**src/rtl/kb_mem_writer.sv**
```systemverilog
// PS/2 keyboard receiver and scan-code decoder that posts each make code into
// a single memory key slot, waiting until the CPU has consumed the previous key.
module kb_mem_writer #(
    parameter logic [31:0] KEY_ADDR       = 32'h0000_00F0,
    parameter int          TIMEOUT_CYCLES = 50000
) (
    input  logic        clk,
    input  logic        rst,
    input  logic        ps2_clk,
    input  logic        ps2_data,
    input  logic [31:0] code_key,
    output logic        we_kb,
    output logic [31:0] addr_kb,
    output logic [31:0] data_kb,
    output logic        frame_err,
    output logic        pending_valid
);
    localparam int TW = $clog2(TIMEOUT_CYCLES + 1);

    typedef enum logic [1:0] {IDLE, RECV, CHECK} state_t;

    state_t        state, state_nxt;
    logic          clk_meta, clk_sync, clk_prev;
    logic          data_meta, data_sync;
    logic          fall;
    logic [3:0]    bit_cnt;
    logic [9:0]    shift;
    logic [TW-1:0] tmo_cnt;
    logic          timeout;
    logic          frame_ok;
    logic          byte_vld;
    logic [7:0]    rx_byte;
    logic          ext, brk;
    logic [31:0]   pending;
    logic [31:0]   data_last;
    logic          we_prev;

    // Synchronizers idle high, matching an idle PS/2 bus.
    always_ff @(posedge clk or posedge rst) begin
        if (rst) begin
            clk_meta  <= 1'b1;
            clk_sync  <= 1'b1;
            clk_prev  <= 1'b1;
            data_meta <= 1'b1;
            data_sync <= 1'b1;
        end else begin
            clk_meta  <= ps2_clk;
            clk_sync  <= clk_meta;
            clk_prev  <= clk_sync;
            data_meta <= ps2_data;
            data_sync <= data_meta;
        end
    end

    assign fall     = clk_prev & ~clk_sync;
    assign timeout  = (tmo_cnt == TW'(TIMEOUT_CYCLES));
    assign frame_ok = (^shift[8:0]) & shift[9];
    assign rx_byte  = shift[7:0];

    always_ff @(posedge clk or posedge rst) begin
        if (rst) state <= IDLE;
        else     state <= state_nxt;
    end

    always_comb begin
        state_nxt = state;
        case (state)
            IDLE:    if (fall && !data_sync) state_nxt = RECV;
            RECV:    if (timeout) state_nxt = IDLE;
                     else if (fall && bit_cnt == 4'd9) state_nxt = CHECK;
            CHECK:   state_nxt = IDLE;
            default: state_nxt = IDLE;
        endcase
    end

    always_comb begin
        byte_vld  = 1'b0;
        frame_err = 1'b0;
        case (state)
            RECV:    frame_err = timeout;
            CHECK: begin
                byte_vld  = frame_ok;
                frame_err = ~frame_ok;
            end
            default: ;
        endcase
    end

    // Frame bits land at their position: 0-7 data, 8 parity, 9 stop.
    always_ff @(posedge clk or posedge rst) begin
        if (rst) begin
            bit_cnt <= '0;
            shift   <= '0;
            tmo_cnt <= '0;
        end else if (state == IDLE) begin
            bit_cnt <= '0;
            tmo_cnt <= '0;
        end else if (state == RECV) begin
            if (fall) begin
                shift[bit_cnt] <= data_sync;
                bit_cnt        <= bit_cnt + 4'd1;
                tmo_cnt        <= '0;
            end else begin
                tmo_cnt <= tmo_cnt + TW'(1);
            end
        end
    end

    // A load in the same cycle as a write wins over the write's clear of pending_valid.
    always_ff @(posedge clk or posedge rst) begin
        if (rst) begin
            ext           <= 1'b0;
            brk           <= 1'b0;
            pending       <= '0;
            pending_valid <= 1'b0;
            data_last     <= '0;
            we_prev       <= 1'b0;
        end else begin
            we_prev <= we_kb;
            if (we_kb) begin
                data_last     <= pending;
                pending_valid <= 1'b0;
            end
            if (byte_vld) begin
                case (rx_byte)
                    8'hE0: ext <= 1'b1;
                    8'hF0: brk <= 1'b1;
                    8'h00: ;
                    default: begin
                        if (!brk) begin
                            pending       <= {16'h0000, (ext ? 8'hE0 : 8'h00), rx_byte};
                            pending_valid <= 1'b1;
                        end
                        ext <= 1'b0;
                        brk <= 1'b0;
                    end
                endcase
            end
        end
    end

    assign we_kb   = pending_valid & (code_key == 32'h0) & ~we_prev;
    assign data_kb = we_kb ? pending : data_last;
    assign addr_kb = KEY_ADDR;

endmodule

```
**config.mk**
```make
export PLATFORM = sky130hd
export DESIGN_NAME = kb_mem_writer
export DESIGN_NICKNAME = d
export VERILOG_FILES = /design/src/rtl/kb_mem_writer.sv
export SDC_FILE = /design/constraint.sdc
export NUM_CORES = 1
export LEC_CHECK = 0
export CORE_MARGIN = 5
export CORE_UTILIZATION = 49
export DETAILED_ROUTE_END_ITERATION = 16
export HOLD_SLACK_MARGIN = 0.03
export PLACE_DENSITY = 0.86
export SYNTH_ARGS = -nofsm -noshare
export SYNTH_HDL_FRONTEND = slang
export SYNTH_SLANG_ARGS = --single-unit
```
**constraint.sdc**
```tcl
create_clock -name clk -period 3.5 [get_ports clk]
set_clock_uncertainty 0.2 [all_clocks]
set_input_delay 0.7 -clock clk [delete_from_list [all_inputs] [get_ports clk]]
set_output_delay 0.7 -clock clk [all_outputs]
set_load 0.02 [all_outputs]
```
== Yosys cells after proc, flatten, opt, wreduce, memory -nomap -nowiden ==
Cells that the tools add are included.

* Multiply operators: 0
* Add/subtract/negate cells: 2
* Order comparisons: 2
* Equal/unequal tests: 8
* Div/mod/pow operators: 0
* Muxes and demuxes: 23
* Reduce and logical (&&, ||, !) cells: 19
* Shift operators: 0
* Bitwise gates (word level): 12

{| class="wikitable"
|+ Operators with widths
! kind !! number
|-
| $mux 16 || 3
|-
| $logic_not 32->1 || 1
|-
| $mux 32 || 1
|-
| $add 16x1->16 const B || 1
|-
| $eq 16x16->1 const B || 1
|-
| $eq 8x8->1 const B || 2
|-
| $mux 4 || 3
|-
| $bwmux 10 || 1
|-
| $reduce_xor 9->1 || 1
|-
| $logic_not 8->1 || 1
|-
| $mux 8 || 1
|-
| $not 1->1 || 8
|-
| $reduce_and 2->1 || 4
|-
| $mux 1 || 6
|-
| $mux 2 || 3
|-
| $pmux 1 s2 || 3
|-
| $reduce_and 3->1 || 2
|-
| $lt 4x5->1 const B || 1
|-
| $add 4x1->4 const B || 1
|-
| $and 1x1->1 || 4
|-
| $demux 1 s4 || 1
|-
| $eq 4x4->1 const B || 1
|-
| $ge 4x1->1 const B || 1
|-
| $pmux 2 s2 || 1
|-
| other kinds (10) || 14
|}

* Output and inout bits: 67
* Memories kept: 0
* Bits of input ports: 36
* Bits in read-only memories: 0
* Memory bits (writable): 0
* Flip-flop bits (word level): 89
* Bits in latches: 0
* Logic and storage cells: 81

== Logic depth before layout (Yosys ltp) ==
Gate-level depths: netlist of the first run.

* Depth after elaboration: 7
* Gate-level depth with buffers: 8
* Depth with buffers taken out: 6

== Least setup slack after synthesis of the first run ==
No wires, ideal clock.

* Path kind: in2out
* From: input port code_key[26]
* To: output port data_kb[13]
* Cell stages on the path: 5
* Buffers on the path: 1
* Path slack: 532 ps
* Data arrival time: 2,068 ps
* Data required time: 2,600 ps
* Cells stage by stage: nor4b_1 nand4_1 nor3_2 buf_2 mux2_2

* Cells in the longest elaborated chain, start to end: 4

{| class="wikitable"
|+ Ends and longest elaborated chain
! element !! RTL line !! RTL
|-
| start: declaration || 11 || <nowiki>input logic [31:0] code_key,</nowiki>
|-
| $logic_not 32->1 || 142 || <nowiki>assign we_kb = pending_valid & (code_key == 32'h0) & ~we_prev;</nowiki>
|-
| $and 1x1->1 (2 in a row) || 142 ||
|-
| $mux 32 || -- ||
|-
| end: declaration || 14 || <nowiki>output logic [31:0] data_kb,</nowiki>
|}

Every way passes these cells.

== Worst setup path after layout of the first run ==
* From: input port code_key[25]
* To: output port data_kb[13]

Same word-level chain as after synthesis.

==> run metrics, run 1 <==
top-area cell type share of the netlist area=48.2%; Fill cells=603; unrepaired setup endpoints after global routing=true; Reg-to-Reg Start=state[0]$_DFFE_PP0P_; WHS Endpoint=clk_sync$_DFF_PP1_; sequential cell area=2060 µm²; via count=2879; Post-Synthesis Cells=358; FP Rows=33; Pleak=2.51 nW; global-route wire length before repair=13700 µm; Placed Instances=539; Core Area=8090 µm²; startpoint types=primary input; die area=10100 µm²; Max rail drop VDD=0.000254 V; Hold Path Class=reg2reg; drt wl/cell=15.9 µm; Die W=100 µm; hold path start=clk_meta$_DFF_PP1_; Min-Delay Path Depth=0; ant diodes=0; Crit Reg-Reg Endpoint=tmo_cnt[13]$_DFFE_PP0P_; max cap viols=0; synthesized area per cell=11.2 µm²; Clock Tree Buf Depth=2; register area share after synthesis=51.5%; WP buf/inv=4; Critical Path Fanout Max=6; top achievable clock speed=0.272 GHz; Final Non-Filler Cells=561; Sink Count=82; clk slew on worst S/H paths=0.08 ns; layout cells sized above 1=25.9%; worst-path cell chain=clkdlybuf4s50_1 > nor4_2 > nand3_2 > nor3_4 > buf_6 > buf_12 > mux2_2 > clkbuf_2; clk_lat worst skew=0.35 ns; Fin. Hold Viols=0; top-count cell post-synth=dfrtp_1; post-synthesis cell area=4000 µm²; status=finished, violations left; critical path class=in2out; largest net degree at the start of global routing=43; Top Ports=103; setup slack after layout=-0.172 ns; flops & latches, synth=82; Hold WS=0.157 ns; Buffers on Ports=70; gpl congestion=0.826; DR pass1 iterations=4; initial antenna violation count=0; Final #Nets=504; Slew HR=51.3%; H-tree depth=3; crit share post-route=105%; CP top delay family=buffers and inverters; slowest stage cell on the critical path=clkdlybuf4s50_1; Root Driver=clkbuf_8; R2R setup slack=0.89 ns; Antenna Nets Post-Route=0; total gr overflow=0; measured slew at the worst slew-check pin=0.729 ns; Worst Setup End Kind=output pin; area leader, netlist=dfrtp_1; CTS tree=done; top cells by area, synth=dfrtp_1, mux2_2, buf_4; Starting Density=49.4%; area delta synth->final=29.7%; Post-synth EDFFs=0; Final Core Density=64.0%; gr usage total=17.2%; Post-route DRC=0; Design Power=2.11 mW; failing checks=negative setup slack; largest stage delay on the critical path=0.45 ns; Post-synth top cells=dfrtp_1, buf_4, mux2_2, nor2b_1; FF-to-FF path depth=6; Starting DRT DRC Count=66; HPWL Detailed=6180 µm; vias in the first global route=2866; Ys Warns=0; Yosys cell types=47; final setup fails=32; CP Data Required Time=2.60 ns; die height=100 µm; Routed WL=8900 µm; Inserted Clock Buffers=9; vias per cell=5.13; ys flop type=dfrtp_1; fraction of registers with async set/reset=100%; Multi-input gate area=1780 µm²; Final Critical Period=3.67 ns; Power Density=408 nW/µm²; Max Transition Viols Final=0; WP data arrival=2.77 ns
## report_power, final
group	leakage (nW)	switching (mW)	internal (mW)
Clock	0.118	0.327	0.488
Sequential	1.12	0.0172	0.967
Combinational	1.27	0.198	0.115
## repair_timing
action,in CTS,in global routing
setup endpoints to repair,34,33
buffers inserted,1,4
gates cloned,0,2
hold buffers,0,0
pin swaps,2,9
gates resized for setup,68,69
## registers in the layout, indices dropped and copies added, names as in the netlist, 2 cells and up
name,count
bit_cnt,4
state,2
data_last,32
shift,10
pending,9
tmo_cnt,16
## stage by stage
stage,TNS [ns],instance area [µm²],setup WS [ns]
after floorplan,0,4110,0.500
after global placement,-9.25,4830,-0.389
after detailed placement,-9.82,4830,-0.417
after CTS,-1.18,5010,-0.124
after global routing,-5.52,5180,-0.247
final,-2.58,5180,-0.172
## cell families after synthesis
logic type | count (synthesis) | share of synthesized area (%)
fa+ha+maj | 16 | 5.01
simple gates | 118 | 17.3
other cells | 2 | 0.188
flops | 82 | 51.5
buf+inv | 64 | 9.21
xor+xnor | 11 | 2.76
mux | 32 | 9.02
compound gates | 33 | 5.04
## layout make-up
type | count | area share [%]
clock inverter | 5 | 1.98
multi-input combinational | 242 | 34.4
inverter | 21 | 1.55
timing repair buffer | 96 | 17.2
sequential | 82 | 39.7
tap | 105 | 2.54
clock buffer | 10 | 2.66
## worst max path at each step
stage	startpoint	to	slack, ns	depth (start not counted)
floorplan	rst	bit_cnt[0]$_DFFE_PP0P_	0.50	1
global placement	code_key[26]	data_kb[7]	-0.39	7
detailed placement	code_key[21]	data_kb[0]	-0.42	7
CTS	code_key[7]	data_kb[13]	-0.12	7
global route	code_key[25]	data_kb[13]	-0.25	8
finish	code_key[25]	data_kb[13]	-0.17	8
## placed cells by master, fill, tap and decap left out, types with 8 or more instances in the layout
cell type / instances
a21oi_1: 12
clkbuf_8: 10
dlygate4sd2_1: 9
mux2_2: 22
buf_6: 9
nor2_1: 12
inv_1: 20
buf_4: 23
xnor2_1: 8
clkdlybuf4s50_1: 31
clkbuf_2: 15
nor2b_1: 23
conb_1: 32
dfrtp_1: 77
nand2_1: 21
nand3_1: 8
ha_1: 16
mux2_4: 10
## layer usage
metal / share of wire (%) / global-route usage [%]
met5: 0 / 0
met4: 1.4 / 5.39
met3: 7.9 / 4.86
met2: 52 / 30.3
met1: 39 / 20.2
(Power assumes the default switching activity.)
==> run 2: changes to the inputs <==
--- a/config.mk
+++ b/config.mk
@@ -6,10 +6,10 @@
 export NUM_CORES = 1
 export LEC_CHECK = 0
 export CORE_MARGIN = 5
-export CORE_UTILIZATION = 49
+export CORE_UTILIZATION = 30
 export DETAILED_ROUTE_END_ITERATION = 16
 export HOLD_SLACK_MARGIN = 0.03
-export PLACE_DENSITY = 0.86
+export PLACE_DENSITY = 0.6
 export SYNTH_ARGS = -nofsm -noshare
 export SYNTH_HDL_FRONTEND = slang
 export SYNTH_SLANG_ARGS = --single-unit
==> run 2 against run 1 <==
  * The flow now finishes without violations
  * Clock-buffer cell count rose by 1
  * Largest cell class unchanged
  * Cell area rose by 1.1%
  * Sequential share of layout area is 0.45 points lower
  * Final cell count is 13% higher
  * Register-to-register slack gained 0.11 ns
  * Global-route usage shrank 6.1 points
  * Critical endpoint is now data_kb[18]
  * Core utilization decreased by 24 points
  * Combinational power shrank 2%
  * Critical path type unchanged
  * Sequential power barely moved
  * Fmax grew 9.6%
  * First-iteration DRC count grew to 2.8 times the previous value
==> run metrics, run 2 (synthesis gave the netlist of run 1 again) <==
slowest stage cell on the critical path=clkdlybuf4s15_1; vias per cell=4.48 (-13%); Top Metal Used=met4; startpoint types=primary input; Design Power=2.28 mW (+7.9%); most common cell after layout, fill and taps aside=dfrtp_1; routed wl met2=3840 µm (-17%); pre-CTS setup slack=-0.413 ns (+0.00403 ns); met3 WL post-DR=643 µm (-8.0%); met1 WL=3870 µm (+13%); setup slack after layout=0.150 ns (+0.321 ns); Power Density=435 nW/µm² (+6.7%); vias in the first global route=2881 (+0.52%); Max rail drop VDD=0.000188 V (-26%); Min-Delay Path Depth=0 (unchanged); CP Data Required Time=2.60 ns (about the same); top achievable clock speed=0.298 GHz (+9.6%); measured slew at the worst slew-check pin=0.680 ns (-0.0496 ns); Core Area=13100 µm² (+62%); ant diodes=0 (unchanged); Buffers on Ports=70 (unchanged); H-tree depth=3 (unchanged); Max Transition Viols Final=0 (unchanged); initial antenna violation count=0 (unchanged); Hold Path Class=reg2reg; max cap viols=0 (unchanged); DR pass1 iterations=4 (unchanged); CTS tree=done; Fill cells=1279 (+110%); largest net degree at the start of global routing=47 (+9.3%); largest stage delay on the critical path=0.29 ns (-0.16 ns); Routed WL=8460 µm (-4.9%); Clock Tree Buf Depth=2 (unchanged); Levels on crit path=9 (+1); Worst Setup End Kind=output pin; Top reg by flops=data_last; Fin. Hold Viols=0 (unchanged); die area=15700 µm² (+56%); Sink Count=82 (unchanged); Logic pwr share=13.5% (-1.3 points); sequential share of power=43.2% (-3.4 points); Die W=125 µm (+25%); WP data arrival=2.45 ns (-0.32 ns); Top Ports=103 (unchanged); Starting Density=30.4% (-19 points); global-route wire length before repair=14400 µm (+4.5%); Clk pwr share=43.3% (+4.7 points); clk slew on worst S/H paths=0.06 ns (-0.02 ns); switching power=580 µW (+6.8%); area delta synth->final=31.2%; Critical Path Fanout Max=11 (+5); crit share post-route=95.7% (-9.2 points); Inserted Clock Buffers=9 (unchanged); Starting DRT DRC Count=185 (+180%); Slew HR=54.6% (+3.3 points); FF-to-FF path depth=6 (unchanged); sw frac=25.4% (-0.27 points); Largest regs=data_last (32), tmo_cnt (16), shift (10); drt wl/cell=13.4 µm (-16%); unrepaired setup endpoints after global routing=false; worst-path cell chain=dlygate4sd2_1 > nor4_1 > nand3_1 > nor3_4 > buf_6 > buf_16 > buf_4 > nor2b_1 > clkdlybuf4s15_1; layout cells sized above 1=21.7% (-4.2 points); max reg flops=32 (unchanged); Pleak=2.55 nW (+1.6%); status=complete, no violations; die height=125 µm (+25%); gpl congestion=0.797 (-3.6%); most frequent cells in the layout=dfrtp_1, dlygate4sd2_1, conb_1; WP buf/inv=5 (+1); Post-route DRC=0 (unchanged); Antenna Nets Post-Route=0 (unchanged); via count=2835 (-1.5%); gr usage total=11.1% (-6.1 points); final setup fails=0 (-100%); Final #Nets=504 (unchanged); HPWL Detailed=5980 µm (-3.2%); Root Driver=clkbuf_16; Post-CTS Hold Buffers=0 (unchanged); CP top delay family=buffers and inverters; total gr overflow=0 (unchanged); critical path class=in2out; clk_lat worst skew=0.33 ns (-0.02 ns); Final Critical Period=3.35 ns (-0.321 ns); FP Rows=42 (+27%); Int Power=1.70 mW (+8.3%)
==> run 2: final cells by class <==
cell class	instances	area, µm²	area share, %
Clock inverter	5	78.8	1.50
Clock buffer	11	233	4.44
Multi-Input combinational cell	242	1720	32.8
Inverter	21	80.1	1.53
Sequential cell	82	2060	39.3
Tap cell	176	220	4.20
Timing Repair Buffer	96	853	16.3
==> run 2: power groups by stage <==
| stage | Combinational, mW | Clock [mW] | Sequential (mW) |
|---|---|---|---|
| after floorplan | 0.254 | 0 | 0.996 |
| after global placement | 0.309 | 0 | 1.00 |
| after detailed placement | 0.318 | 0 | 1.00 |
| after CTS | 0.309 | 1.01 | 0.985 |
| after global routing | 0.339 | 1.07 | 0.987 |
| final | 0.307 | 0.988 | 0.985 |
==> run 2: through the flow <==
stage / instance area (µm²) / utilization (%) / hold WS (ns) / cells / setup TNS, ns
floorplan: 4110 / - / 0.145 / 388 / 0
global placement: 4920 / 37.5 / 0.146 / 611 / -11.24
detailed placement: 4920 / 37.5 / 0.148 / 611 / -9.67
CTS: 5270 / 40.1 / 0.158 / 634 / 0
global route: 5240 / 39.9 / 0.160 / 633 / 0
finish: 5240 / 39.9 / 0.156 / 633 / 0
==> run 2: worst register-to-register path: cells and delay by family, from the launching register on <==
family	cells	cell delay [ns]
xor gates and xnor gates	2	0.67
muxes	1	0.40
adders and majority gates	1	0.30
buffers and inverters	1	0.06
and+or+nand+nor	1	0.37
DFF	1	0.38
==> run 2: per-layer routing <==
layer | up-vias | global-route usage, %
li1 | 1363 | -
met1 | 1357 | 14.6
met2 | 106 | 17.0
met3 | 9 | 4.31
met4 | 0 | 3.44
met5 | - | 0
==> run 2: final timing paths <==
path,from,endpoint,slack [ns]
min in group asynchronous,rst,data_last[15]$_DFF_PP0_,0.57
max in group asynchronous,rst,pending[6]$_DFFE_PP0P_,1.87
max reg2reg,shift[0]$_DFFE_PP0P_,pending[5]$_DFFE_PP0P_,1.00
min,clk_meta$_DFF_PP1_,clk_sync$_DFF_PP1_,0.16
min reg2reg,clk_meta$_DFF_PP1_,clk_sync$_DFF_PP1_,0.16
max,code_key[29],data_kb[18],0.15
==> run 2: what timing repair did <==
item,in CTS,in global routing
pin swaps,12,6
cloned,2,0
resized for setup,115,6
setup buffers,5,0
setup endpoints to repair,34,17
==> run 3: changes to the inputs <==
--- a/config.mk
+++ b/config.mk
@@ -7,6 +7,7 @@
 export LEC_CHECK = 0
 export CORE_MARGIN = 5
 export CORE_UTILIZATION = 30
+export CTS_BUF_LIST = sky130_fd_sc_hd__clkbuf_4 sky130_fd_sc_hd__clkbuf_8 sky130_fd_sc_hd__clkbuf_16
 export DETAILED_ROUTE_END_ITERATION = 16
 export HOLD_SLACK_MARGIN = 0.03
 export PLACE_DENSITY = 0.6
==> run 3 against run 2 <==
  * Power rose by 0.79%
  * Critical path type unchanged
  * Highest routed layer unchanged
  * Critical endpoint unchanged
  * Critical path depth did not move
  * Sequential cell count unchanged
==> run metrics, run 3 (synthesis gave the netlist of run 1 again) <==
measured slew at the worst slew-check pin=0.678 ns (-0.00226 ns); Logic pwr share=13.4% (about the same); Max Transition Viols Final=0 (unchanged); Root Driver=clkbuf_16; layout cells sized above 1=22.1% (+0.44 points); Antenna Nets Post-Route=0 (unchanged); die area=15700 µm² (unchanged); CTS tree=done; Top Ports=103 (unchanged); Pleak=2.56 nW (+0.27%); Post-route DRC=0 (unchanged); Die W=125 µm (unchanged); max cap viols=0 (unchanged); Clock Tree Buf Depth=2 (unchanged); Power Density=438 nW/µm² (+0.65%); Int Power=1.72 mW (+0.92%); sequential share of power=42.8% (-0.4 points); Reg-to-Reg Start=shift[0]$_DFFE_PP0P_; R2R setup slack=1.00 ns (about the same); top achievable clock speed=0.298 GHz (unchanged); slowest stage cell on the critical path=clkdlybuf4s15_1; max reg flops=32 (unchanged); FF-to-FF path depth=6 (unchanged); WP data arrival=2.45 ns (about the same); drt wl/cell=13.4 µm (about the same); Fill cells=1278 (-0.078%); Core Area=13100 µm² (unchanged); largest stage delay on the critical path=0.29 ns (about the same); most frequent cells in the layout=dfrtp_1, dlygate4sd2_1, conb_1; Buffers on Ports=70 (unchanged); startpoint types=primary input; final setup fails=0 (unchanged); initial antenna violation count=0 (unchanged); Final Critical Period=3.35 ns (unchanged); total gr overflow=0 (unchanged); global-route wire length before repair=14300 µm (-0.38%); worst-path cell chain=dlygate4sd2_1 > nor4_1 > nand3_1 > nor3_4 > buf_6 > buf_16 > buf_4 > nor2b_1 > clkdlybuf4s15_1; unrepaired setup endpoints after global routing=false; HPWL Detailed=5980 µm (unchanged); Final #Nets=504 (unchanged); Crit Reg-Reg Endpoint=pending[5]$_DFFE_PP0P_; FP Rows=42 (unchanged); Critical Path Fanout Max=11 (unchanged); Final Non-Filler Cells=633 (unchanged); largest net degree at the start of global routing=47 (unchanged); Starting Density=30.4% (unchanged); CP startpoint=code_key[29]; Starting DRT DRC Count=184 (-0.54%); Routed WL=8470 µm (about the same); Sink Count=82 (unchanged); die height=125 µm (unchanged); Post-CTS Hold Buffers=0 (unchanged); crit share post-route=95.7% (unchanged); switching power=582 µW (+0.42%); via count=2826 (-0.32%); Inserted Clock Buffers=9 (unchanged); DR pass1 iterations=4 (unchanged); Placed Instances=611 (unchanged); Fin. Hold Viols=0 (unchanged); Worst Setup EP=data_kb[18]; clk_lat worst skew=0.34 ns (about the same); status=complete, no violations; Max rail drop VDD=0.000187 V (about the same); Slew HR=54.8% (+0.15 points); Largest regs=data_last (32), tmo_cnt (16), shift (10); area delta synth->final=31.3%; gpl congestion=0.797 (unchanged); gr usage total=11.1% (-0.036 points); CP Data Required Time=2.60 ns (about the same); Clk pwr share=43.8% (+0.5 points); clk slew on worst S/H paths=0.06 ns (about the same); sw frac=25.3% (-0.094 points); vias in the first global route=2867 (-0.49%); Top reg by flops=data_last; H-tree depth=3 (unchanged); most common cell after layout, fill and taps aside=dfrtp_1; ant diodes=0 (unchanged); Final Core Density=39.9% (+0.057 points); critical path class=in2out; Worst Setup End Kind=output pin; vias per cell=4.46 (-0.32%); Hold Path Class=reg2reg
==> run 3: worst min-delay path by stage <==
stage,startpoint,to,cells past startpoint
floorplan,clk_meta$_DFF_PP1_,clk_sync$_DFF_PP1_,0
global placement,clk_meta$_DFF_PP1_,clk_sync$_DFF_PP1_,0
detailed placement,clk_meta$_DFF_PP1_,clk_sync$_DFF_PP1_,0
CTS,clk_meta$_DFF_PP1_,clk_sync$_DFF_PP1_,0
global route,clk_meta$_DFF_PP1_,clk_sync$_DFF_PP1_,0
finish,clk_meta$_DFF_PP1_,clk_sync$_DFF_PP1_,0
==> run 3: area by class of cell <==
| cell class | count | area, µm² | share of cell area (%) |
|---|---|---|---|
| flip-flops and latches | 82 | 2060 | 39.2 |
| inverters | 21 | 80.1 | 1.53 |
| repair buffers | 96 | 853 | 16.3 |
| multi-input cells | 242 | 1720 | 32.7 |
| clock inverters | 5 | 78.8 | 1.50 |
| well taps | 176 | 220 | 4.20 |
| clock buffers | 11 | 240 | 4.58 |
==> run 3: critical path: cells and delay by family <==
family	cells	cell delay, ns
buf+inv	5	0.96
simple gates	4	0.78
==> run 3: layer usage <==
layer / vias up / global-route usage (%) / wire (µm)
li1: 1363 / - / -
met1: 1353 / 14.5 / 3880
met2: 101 / 17.0 / 3820
met3: 9 / 4.31 / 654
met4: 0 / 3.44 / 110
met5: - / 0 / 0
==> run 3: what timing repair did <==
action | CTS | global route
setup buffers | 5 | 0
endpoints found under the setup margin | 34 | 17
pin swaps | 12 | 6
resized for setup | 115 | 6
cloned | 2 | 0
==> run 3: power groups by stage <==
stage	Sequential (mW)	Clock, mW	Combinational, mW
2_1_floorplan	0.996	0	0.254
3_3_place_gp	1.00	0	0.309
3_5_place_dp	1.00	0	0.318
4_1_cts	0.985	1.03	0.309
5_1_grt	0.986	1.08	0.339
6_report	0.985	1.01	0.308
==> run 3: through the flow <==
stage                     setup WS [ns]  setup TNS (ns)  cell area (µm²)  power (mW)  hold WS [ns]
final                             0.150               0             5250        2.30         0.156
after global routing             0.0102               0             5250        2.41         0.160
after CTS                        0.0155               0             5270        2.32         0.158
after detailed placement         -0.413           -9.67             4920        1.32         0.148
after global placement           -0.457          -11.24             4920        1.31         0.146
after floorplan                   0.500               0             4110        1.25         0.145
